File: config.mk
export PLATFORM = sky130hd
export DESIGN_NAME = hilo_seq
export DESIGN_NICKNAME = d
export VERILOG_FILES = /design/src/rtl/hilo_pkg.sv /design/src/rtl/hilo_div_core.sv /design/src/rtl/hilo_seq.sv
export SDC_FILE = /design/constraint.sdc
export NUM_CORES = 2
export LEC_CHECK = 0
export BUFFER_PORTS_ARGS = -buffer_cell sky130_fd_sc_hd__buf_4
export CORE_UTILIZATION = 50
export CTS_CLUSTER_DIAMETER = 150
export CTS_CLUSTER_SIZE = 14
export DETAILED_ROUTE_END_ITERATION = 7
export GPL_TIMING_DRIVEN = 0
export PLACE_DENSITY = 0.66
export REMOVE_ABC_BUFFERS = 1
export SLEW_MARGIN = 10
export SYNTH_ARGS = -nofsm -noshare
export SYNTH_HDL_FRONTEND = slang
export SYNTH_HIERARCHICAL = 1
export SYNTH_SLANG_ARGS = --single-unit
File: constraint.sdc
create_clock -name clk -period 6.2 [get_ports clk]
set_clock_uncertainty 0.1 [all_clocks]
set_input_delay 0.31 -clock clk [delete_from_list [all_inputs] [get_ports clk]]
set_output_delay 0.31 -clock clk [all_outputs]
set_load 0.02 [all_outputs]
File: src/rtl/hilo_pkg.sv
// Shared encodings, FSM state type and constants for the HI/LO write sequencer.
package hilo_pkg;

    localparam logic [2:0] OP_NOP   = 3'b000;
    localparam logic [2:0] OP_MULT  = 3'b001;
    localparam logic [2:0] OP_MULTU = 3'b010;
    localparam logic [2:0] OP_DIV   = 3'b011;
    localparam logic [2:0] OP_DIVU  = 3'b100;
    localparam logic [2:0] OP_MTHI  = 3'b101;
    localparam logic [2:0] OP_MTLO  = 3'b110;

    typedef enum logic [1:0] {
        ST_IDLE = 2'd0,
        ST_MUL  = 2'd1,
        ST_DIV  = 2'd2,
        ST_DONE = 2'd3
    } hilo_state_e;

    localparam int DIV_ITERS_DEF = 32;

    // Divide by zero writes all-ones to LO; HI receives the dividend unchanged.
    localparam logic [31:0] DIVZERO_LO = 32'hFFFF_FFFF;

    function automatic logic op_is_muldiv(input logic [2:0] op);
        return (op == OP_MULT) || (op == OP_MULTU) || (op == OP_DIV) || (op == OP_DIVU);
    endfunction

endpackage

File: src/rtl/hilo_div_core.sv
// Iterative restoring divider: one quotient bit per step, on operand magnitudes,
// with the sign fix-up applied to the result of the step in progress.
module hilo_div_core
    import hilo_pkg::*;
#(
    parameter int ITERS = DIV_ITERS_DEF
) (
    input  logic        clk,
    input  logic        rst,
    input  logic        load_i,
    input  logic        step_i,
    input  logic        signed_i,
    input  logic [31:0] a_i,
    input  logic [31:0] b_i,
    output logic        last_o,
    output logic [31:0] quo_o,
    output logic [31:0] rem_o
);

    localparam int CNT_W = $clog2(ITERS + 1);

    logic [31:0]      divisor_q, divisor_d;
    logic [31:0]      rem_q, rem_d;
    logic [31:0]      quo_q, quo_d;
    logic [CNT_W-1:0] cnt_q, cnt_d;
    logic             neg_quo_q, neg_quo_d;
    logic             neg_rem_q, neg_rem_d;

    logic [32:0] trial;
    logic [32:0] diff;
    logic        fits;
    logic [31:0] rem_step;
    logic [31:0] quo_step;
    logic [31:0] mag_a;
    logic [31:0] mag_b;

    always_comb begin
        trial    = {rem_q, quo_q[31]};
        diff     = trial - {1'b0, divisor_q};
        fits     = ~diff[32];
        rem_step = fits ? diff[31:0] : trial[31:0];
        quo_step = {quo_q[30:0], fits};
        mag_a    = (signed_i && a_i[31]) ? (32'd0 - a_i) : a_i;
        mag_b    = (signed_i && b_i[31]) ? (32'd0 - b_i) : b_i;
    end

    // Results reflect the step being taken this cycle so the final step can be
    // captured directly into the output registers on the same edge.
    assign quo_o  = neg_quo_q ? (32'd0 - quo_step) : quo_step;
    assign rem_o  = neg_rem_q ? (32'd0 - rem_step) : rem_step;
    assign last_o = (cnt_q == CNT_W'(ITERS - 1));

    always_comb begin
        divisor_d = divisor_q;
        rem_d     = rem_q;
        quo_d     = quo_q;
        cnt_d     = cnt_q;
        neg_quo_d = neg_quo_q;
        neg_rem_d = neg_rem_q;
        if (load_i) begin
            divisor_d = mag_b;
            rem_d     = 32'd0;
            quo_d     = mag_a;
            cnt_d     = '0;
            neg_quo_d = signed_i & (a_i[31] ^ b_i[31]);
            neg_rem_d = signed_i & a_i[31];
        end else if (step_i) begin
            rem_d = rem_step;
            quo_d = quo_step;
            cnt_d = cnt_q + CNT_W'(1);
        end
    end

    always_ff @(posedge clk or negedge rst) begin
        if (!rst) begin
            divisor_q <= 32'd0;
            rem_q     <= 32'd0;
            quo_q     <= 32'd0;
            cnt_q     <= '0;
            neg_quo_q <= 1'b0;
            neg_rem_q <= 1'b0;
        end else begin
            divisor_q <= divisor_d;
            rem_q     <= rem_d;
            quo_q     <= quo_d;
            cnt_q     <= cnt_d;
            neg_quo_q <= neg_quo_d;
            neg_rem_q <= neg_rem_d;
        end
    end

endmodule

File: src/rtl/hilo_seq.sv
// HI/LO write sequencer: takes MULT/DIV/MTHI/MTLO from EX, stalls the pipe while
// a multiply or divide is in flight, and pulses registered HI/LO writes.
module hilo_seq
    import hilo_pkg::*;
#(
    parameter int DIV_ITERS = DIV_ITERS_DEF
) (
    input  logic        clk,
    input  logic        rst,
    input  logic        start,
    input  logic [2:0]  op,
    input  logic [31:0] src_a,
    input  logic [31:0] src_b,
    input  logic        flush,
    output logic        stall,
    output logic        busy,
    output logic        hiwe,
    output logic        lowe,
    output logic [31:0] hi_o,
    output logic [31:0] lo_o
);

    // Handshake: start is EX's valid. An op is taken only in an IDLE cycle with
    // start & ~flush; EX must keep presenting it while stall is high, and it
    // leaves EX at the end of the first cycle in which stall is low.

    hilo_state_e state_q, state_d;
    logic [63:0] mul_q, mul_d;
    logic        hiwe_q, hiwe_d;
    logic        lowe_q, lowe_d;
    logic [31:0] hi_q, hi_d;
    logic [31:0] lo_q, lo_d;

    logic        accept;
    logic        mul_signed;
    logic [63:0] ext_a;
    logic [63:0] ext_b;
    logic [63:0] product;
    logic        div_load;
    logic        div_step;
    logic        div_last;
    logic [31:0] div_quo;
    logic [31:0] div_rem;

    // The low 64 bits of the extended product are correct for both signednesses.
    always_comb begin
        mul_signed = (op == OP_MULT);
        ext_a      = {{32{mul_signed & src_a[31]}}, src_a};
        ext_b      = {{32{mul_signed & src_b[31]}}, src_b};
        product    = ext_a * ext_b;
    end

    assign accept = (state_q == ST_IDLE) && start && !flush;

    hilo_div_core #(
        .ITERS(DIV_ITERS)
    ) u_div (
        .clk     (clk),
        .rst     (rst),
        .load_i  (div_load),
        .step_i  (div_step),
        .signed_i(op == OP_DIV),
        .a_i     (src_a),
        .b_i     (src_b),
        .last_o  (div_last),
        .quo_o   (div_quo),
        .rem_o   (div_rem)
    );

    always_comb begin
        state_d  = state_q;
        mul_d    = mul_q;
        hiwe_d   = 1'b0;
        lowe_d   = 1'b0;
        hi_d     = hi_q;
        lo_d     = lo_q;
        div_load = 1'b0;
        div_step = 1'b0;
        case (state_q)
            ST_IDLE: begin
                if (accept) begin
                    case (op)
                        OP_MTHI: begin
                            hiwe_d = 1'b1;
                            hi_d   = src_a;
                        end
                        OP_MTLO: begin
                            lowe_d = 1'b1;
                            lo_d   = src_a;
                        end
                        OP_MULT, OP_MULTU: begin
                            mul_d   = product;
                            state_d = ST_MUL;
                        end
                        OP_DIV, OP_DIVU: begin
                            if (src_b == 32'd0) begin
                                hiwe_d  = 1'b1;
                                lowe_d  = 1'b1;
                                hi_d    = src_a;
                                lo_d    = DIVZERO_LO;
                                state_d = ST_DONE;
                            end else begin
                                div_load = 1'b1;
                                state_d  = ST_DIV;
                            end
                        end
                        default: ;
                    endcase
                end
            end
            ST_MUL: begin
                hiwe_d  = 1'b1;
                lowe_d  = 1'b1;
                hi_d    = mul_q[63:32];
                lo_d    = mul_q[31:0];
                state_d = ST_DONE;
            end
            ST_DIV: begin
                div_step = 1'b1;
                if (div_last) begin
                    hiwe_d  = 1'b1;
                    lowe_d  = 1'b1;
                    hi_d    = div_rem;
                    lo_d    = div_quo;
                    state_d = ST_DONE;
                end
            end
            ST_DONE: state_d = ST_IDLE;
            default: state_d = ST_IDLE;
        endcase
        // Flush discards anything in flight, including a result about to be written.
        if (flush) begin
            state_d  = ST_IDLE;
            hiwe_d   = 1'b0;
            lowe_d   = 1'b0;
            hi_d     = hi_q;
            lo_d     = lo_q;
            div_load = 1'b0;
            div_step = 1'b0;
        end
    end

    always_ff @(posedge clk or negedge rst) begin
        if (!rst) begin
            state_q <= ST_IDLE;
            mul_q   <= 64'd0;
            hiwe_q  <= 1'b0;
            lowe_q  <= 1'b0;
            hi_q    <= 32'd0;
            lo_q    <= 32'd0;
        end else begin
            state_q <= state_d;
            mul_q   <= mul_d;
            hiwe_q  <= hiwe_d;
            lowe_q  <= lowe_d;
            hi_q    <= hi_d;
            lo_q    <= lo_d;
        end
    end

    assign stall = (accept && op_is_muldiv(op)) || (state_q == ST_MUL) || (state_q == ST_DIV);
    assign busy  = (state_q != ST_IDLE);
    assign hiwe  = hiwe_q;
    assign lowe  = lowe_q;
    assign hi_o  = hi_q;
    assign lo_o  = lo_q;

endmodule

==> run metrics <==
setup violators final 41; worst path bufs/invs 8; hold endpoint u_div/quo_q[1]$_DFFE_PN0P_; Final nets 7,576; synthesized area 53,900 µm²; final worst path period need 7800 ps; total wire length 175,000 µm; FF-to-FF setup slack 130 ps; M1 wire length 70,300 µm; Finished Core Util 56.7%; CTS tree yes; met3 WL 18,300 µm; 1st-pass router iterations 6; routability congestion estimate 0.923; Tcrit/Tclk final 126%; die area 109,000 µm²; RSZ-0062 raised after global routing true; asr flop ratio synth 100%; part of the Yosys area used for sequential elements 11.0%; via count 43,600; GR Util All Layers 31.9%; core area 107,000 µm²; number of synthesized register bits 236; Crit path top cell by count fa_1; Req. time, crit path 6490 ps; clock buffer depth 3; number of synthesized flops with an enable pin 0; Ys Warns 6; most frequent cells in the layout 1,162 x inv_1, 1,079 x fa_1, 986 x nand2_1; row count 120; initial DRC count 4,187; Hold Startpoint src_a[1]; placed cell area 55,700 µm²; worst slew pin tran 1200 ps; Initial Util 50.4%; Worst path depth 29; Final Hold Viols 0; # clock sinks 236; FMAX 0.128 GHz; Avg Inst Size Synth 8.80 µm²; crit end category flip-flop; number of distinct library cells after synthesis 99; largest net degree at the start of global routing 109; crit path DAT 8090 ps; Critical Path Source Type input port; Clk pin slew, worst setup/hold paths 70 ps; CP Class input port to flip-flop; Avg WL per Cell 23.2 µm; Post-Syn Instances 6,124; final worst slack -1600 ps; Max-cap violations 0; Die X 330 µm; commonest non-fill, non-tap cell in the layout inv_1; Slew Viols, Final 0; beginning of the worst register-to-register path u_div/quo_q[31]$_DFFE_PN0P_; Hold WC Path Type input port to flip-flop; clock latency on the worst-skew pair 540 ps; Fin Setup TNS -42,040 ps; antenna violations before repair 8; grt total ovfl 0; top routing layer in use met5; vias per cell 5.79; CTS Buf Count 20; met2 WL 80,200 µm; first-pass GRT wire length 264,000 µm; vias in the first global route 44,500; violated checks negative setup slack; pre-CTS setup slack -4340 ps; hold path depth 3; layout cells sized above 1 11.1%; CP peak stage delay 640 ps; Finished Cell Area 60,600 µm²; slowest CP cell fa_2; io pins 139; Main synth FF type dfrtp_1; H-tree levels 1; Die Y-Extent 330 µm; hpwl dp 116,000 µm; port bufs 138; Layout area overhead 12.4%; outcome finished, violations left; post-route ant nets 0; worst rel slew slack 20.2%; R2R depth 22; drc violations 0; CP Max Fanout 7; clk root buf clkbuf_16; Worst R2R End hi_o[30]$_DFFE_PN0P_; CP delay by family, top adder cells
==> what timing repair did <==
action	in CTS	in global routing
hold endpoints to repair	45	0
buffers inserted	102	36
endpoints found under the setup margin	58	55
resized for setup	414	139
hold buffers	2	0
pin swaps	193	112
gates cloned	27	5
==> cell usage after synthesis, drive strengths merged (4+ instances only) <==
cell type | n | area share [%]
o211ai | 15 | 0.21
xor2 | 86 | 1.4
a221oi | 5 | 0.093
nor2b | 18 | 0.21
or4 | 12 | 0.17
a21boi | 11 | 0.18
o21ai | 212 | 2.0
a22oi | 65 | 0.91
nor2 | 264 | 1.9
nor4 | 23 | 0.28
xnor2 | 133 | 2.2
a211o | 9 | 0.15
o21bai | 17 | 0.24
a31oi | 20 | 0.23
nor3 | 48 | 0.47
and3 | 33 | 0.40
and2 | 312 | 3.6
dfrtp | 236 | 11
a211oi | 75 | 1.1
nand2b | 17 | 0.20
fa | 1126 | 42
nor3b | 9 | 0.16
nand3b | 5 | 0.070
a21o | 72 | 1.0
nand4 | 21 | 0.24
o31a | 7 | 0.11
a2111oi | 8 | 0.16
or3 | 17 | 0.20
nand2 | 1002 | 7.0
o31ai | 35 | 0.54
inv | 1206 | 8.4
a21oi | 213 | 2.0
o211a | 5 | 0.093
ha | 254 | 5.9
nand3 | 35 | 0.33
and4 | 4 | 0.065
clkbuf | 314 | 2.2
o41ai | 18 | 0.42
o21a | 14 | 0.19
buf | 39 | 0.42
mux2i | 49 | 0.91
or2 | 14 | 0.16
==> cell families after synthesis <==
logic type	synth area share, %
AO/OA/AOI/OAI	10.1
XOR/XNOR	3.56
adder cells (fa/ha/maj)	47.7
buffers and inverters	11.1
flip-flops	11.0
multiplexers	0.972
AND/OR/NAND/NOR	15.6
==> area by class of cell <==
class	count	area [µm²]
diodes	2	5.00
clock buffers	21	514
clock inverters	1	16.3
fillers	9614	46300
inverters	1207	4580
multi-input cells	4327	43400
flip-flops and latches	236	5910
well taps	1403	1760
repair buffers	333	4390
==> tightest hold or removal path, delay by kind of cell <==
family	cells	cell delay [ps]
buffers and inverters	1	160
AND/OR/NAND/NOR	1	90
AO/OA/AOI/OAI	1	80
==> how the worst max path moves through the flow <==
stage                            from                     endpoint  slack (ps)
6_report                        op[1]        mul_q[60]$_DFFE_PN0P_       -1600
5_1_grt                         op[0]        mul_q[60]$_DFFE_PN0P_       -1780
4_1_cts                         op[1]        mul_q[60]$_DFFE_PN0P_       -1500
3_5_place_dp                    op[2]        mul_q[62]$_DFFE_PN0P_       -4340
3_3_place_gp                src_b[14]  u_div/rem_q[22]$_DFFE_PN0P_      -10070
2_1_floorplan  state_q[0]$_DFFE_PN0P_  u_div/rem_q[22]$_DFFE_PN0P_       -4240
==> through the flow <==
stage / std cells / hold slack (ps)
2_1_floorplan: 5769 / -85.6
3_3_place_gp: 7310 / 349
3_5_place_dp: 7336 / 135
4_1_cts: 7489 / 71.2
5_1_grt: 7528 / 51.7
6_report: 7530 / 65.6
==> metal layers <==
metal / vias up / global-route usage (%)
met1: 22400 / 44.4
li1: 18700 / -
met2: 2069 / 50.9
met3: 333 / 6.34
met5: - / 0
met4: 8 / 9.20
==> flip-flops by register name, indices dropped and copies added (netlist names) <==
name,flops
u_div/neg_rem_q,1
u_div/neg_quo_q,1
lowe,1
hi_o,32
u_div/divisor_q,32
u_div/quo_q,32
state_q,2
hiwe,1
mul_q,64
lo_o,32
u_div/rem_q,32
u_div/cnt_q,6
Power is left out: the tool's default activity adds up to more than one toggle a clock period on the data nets, which glitch-free logic cannot reach.
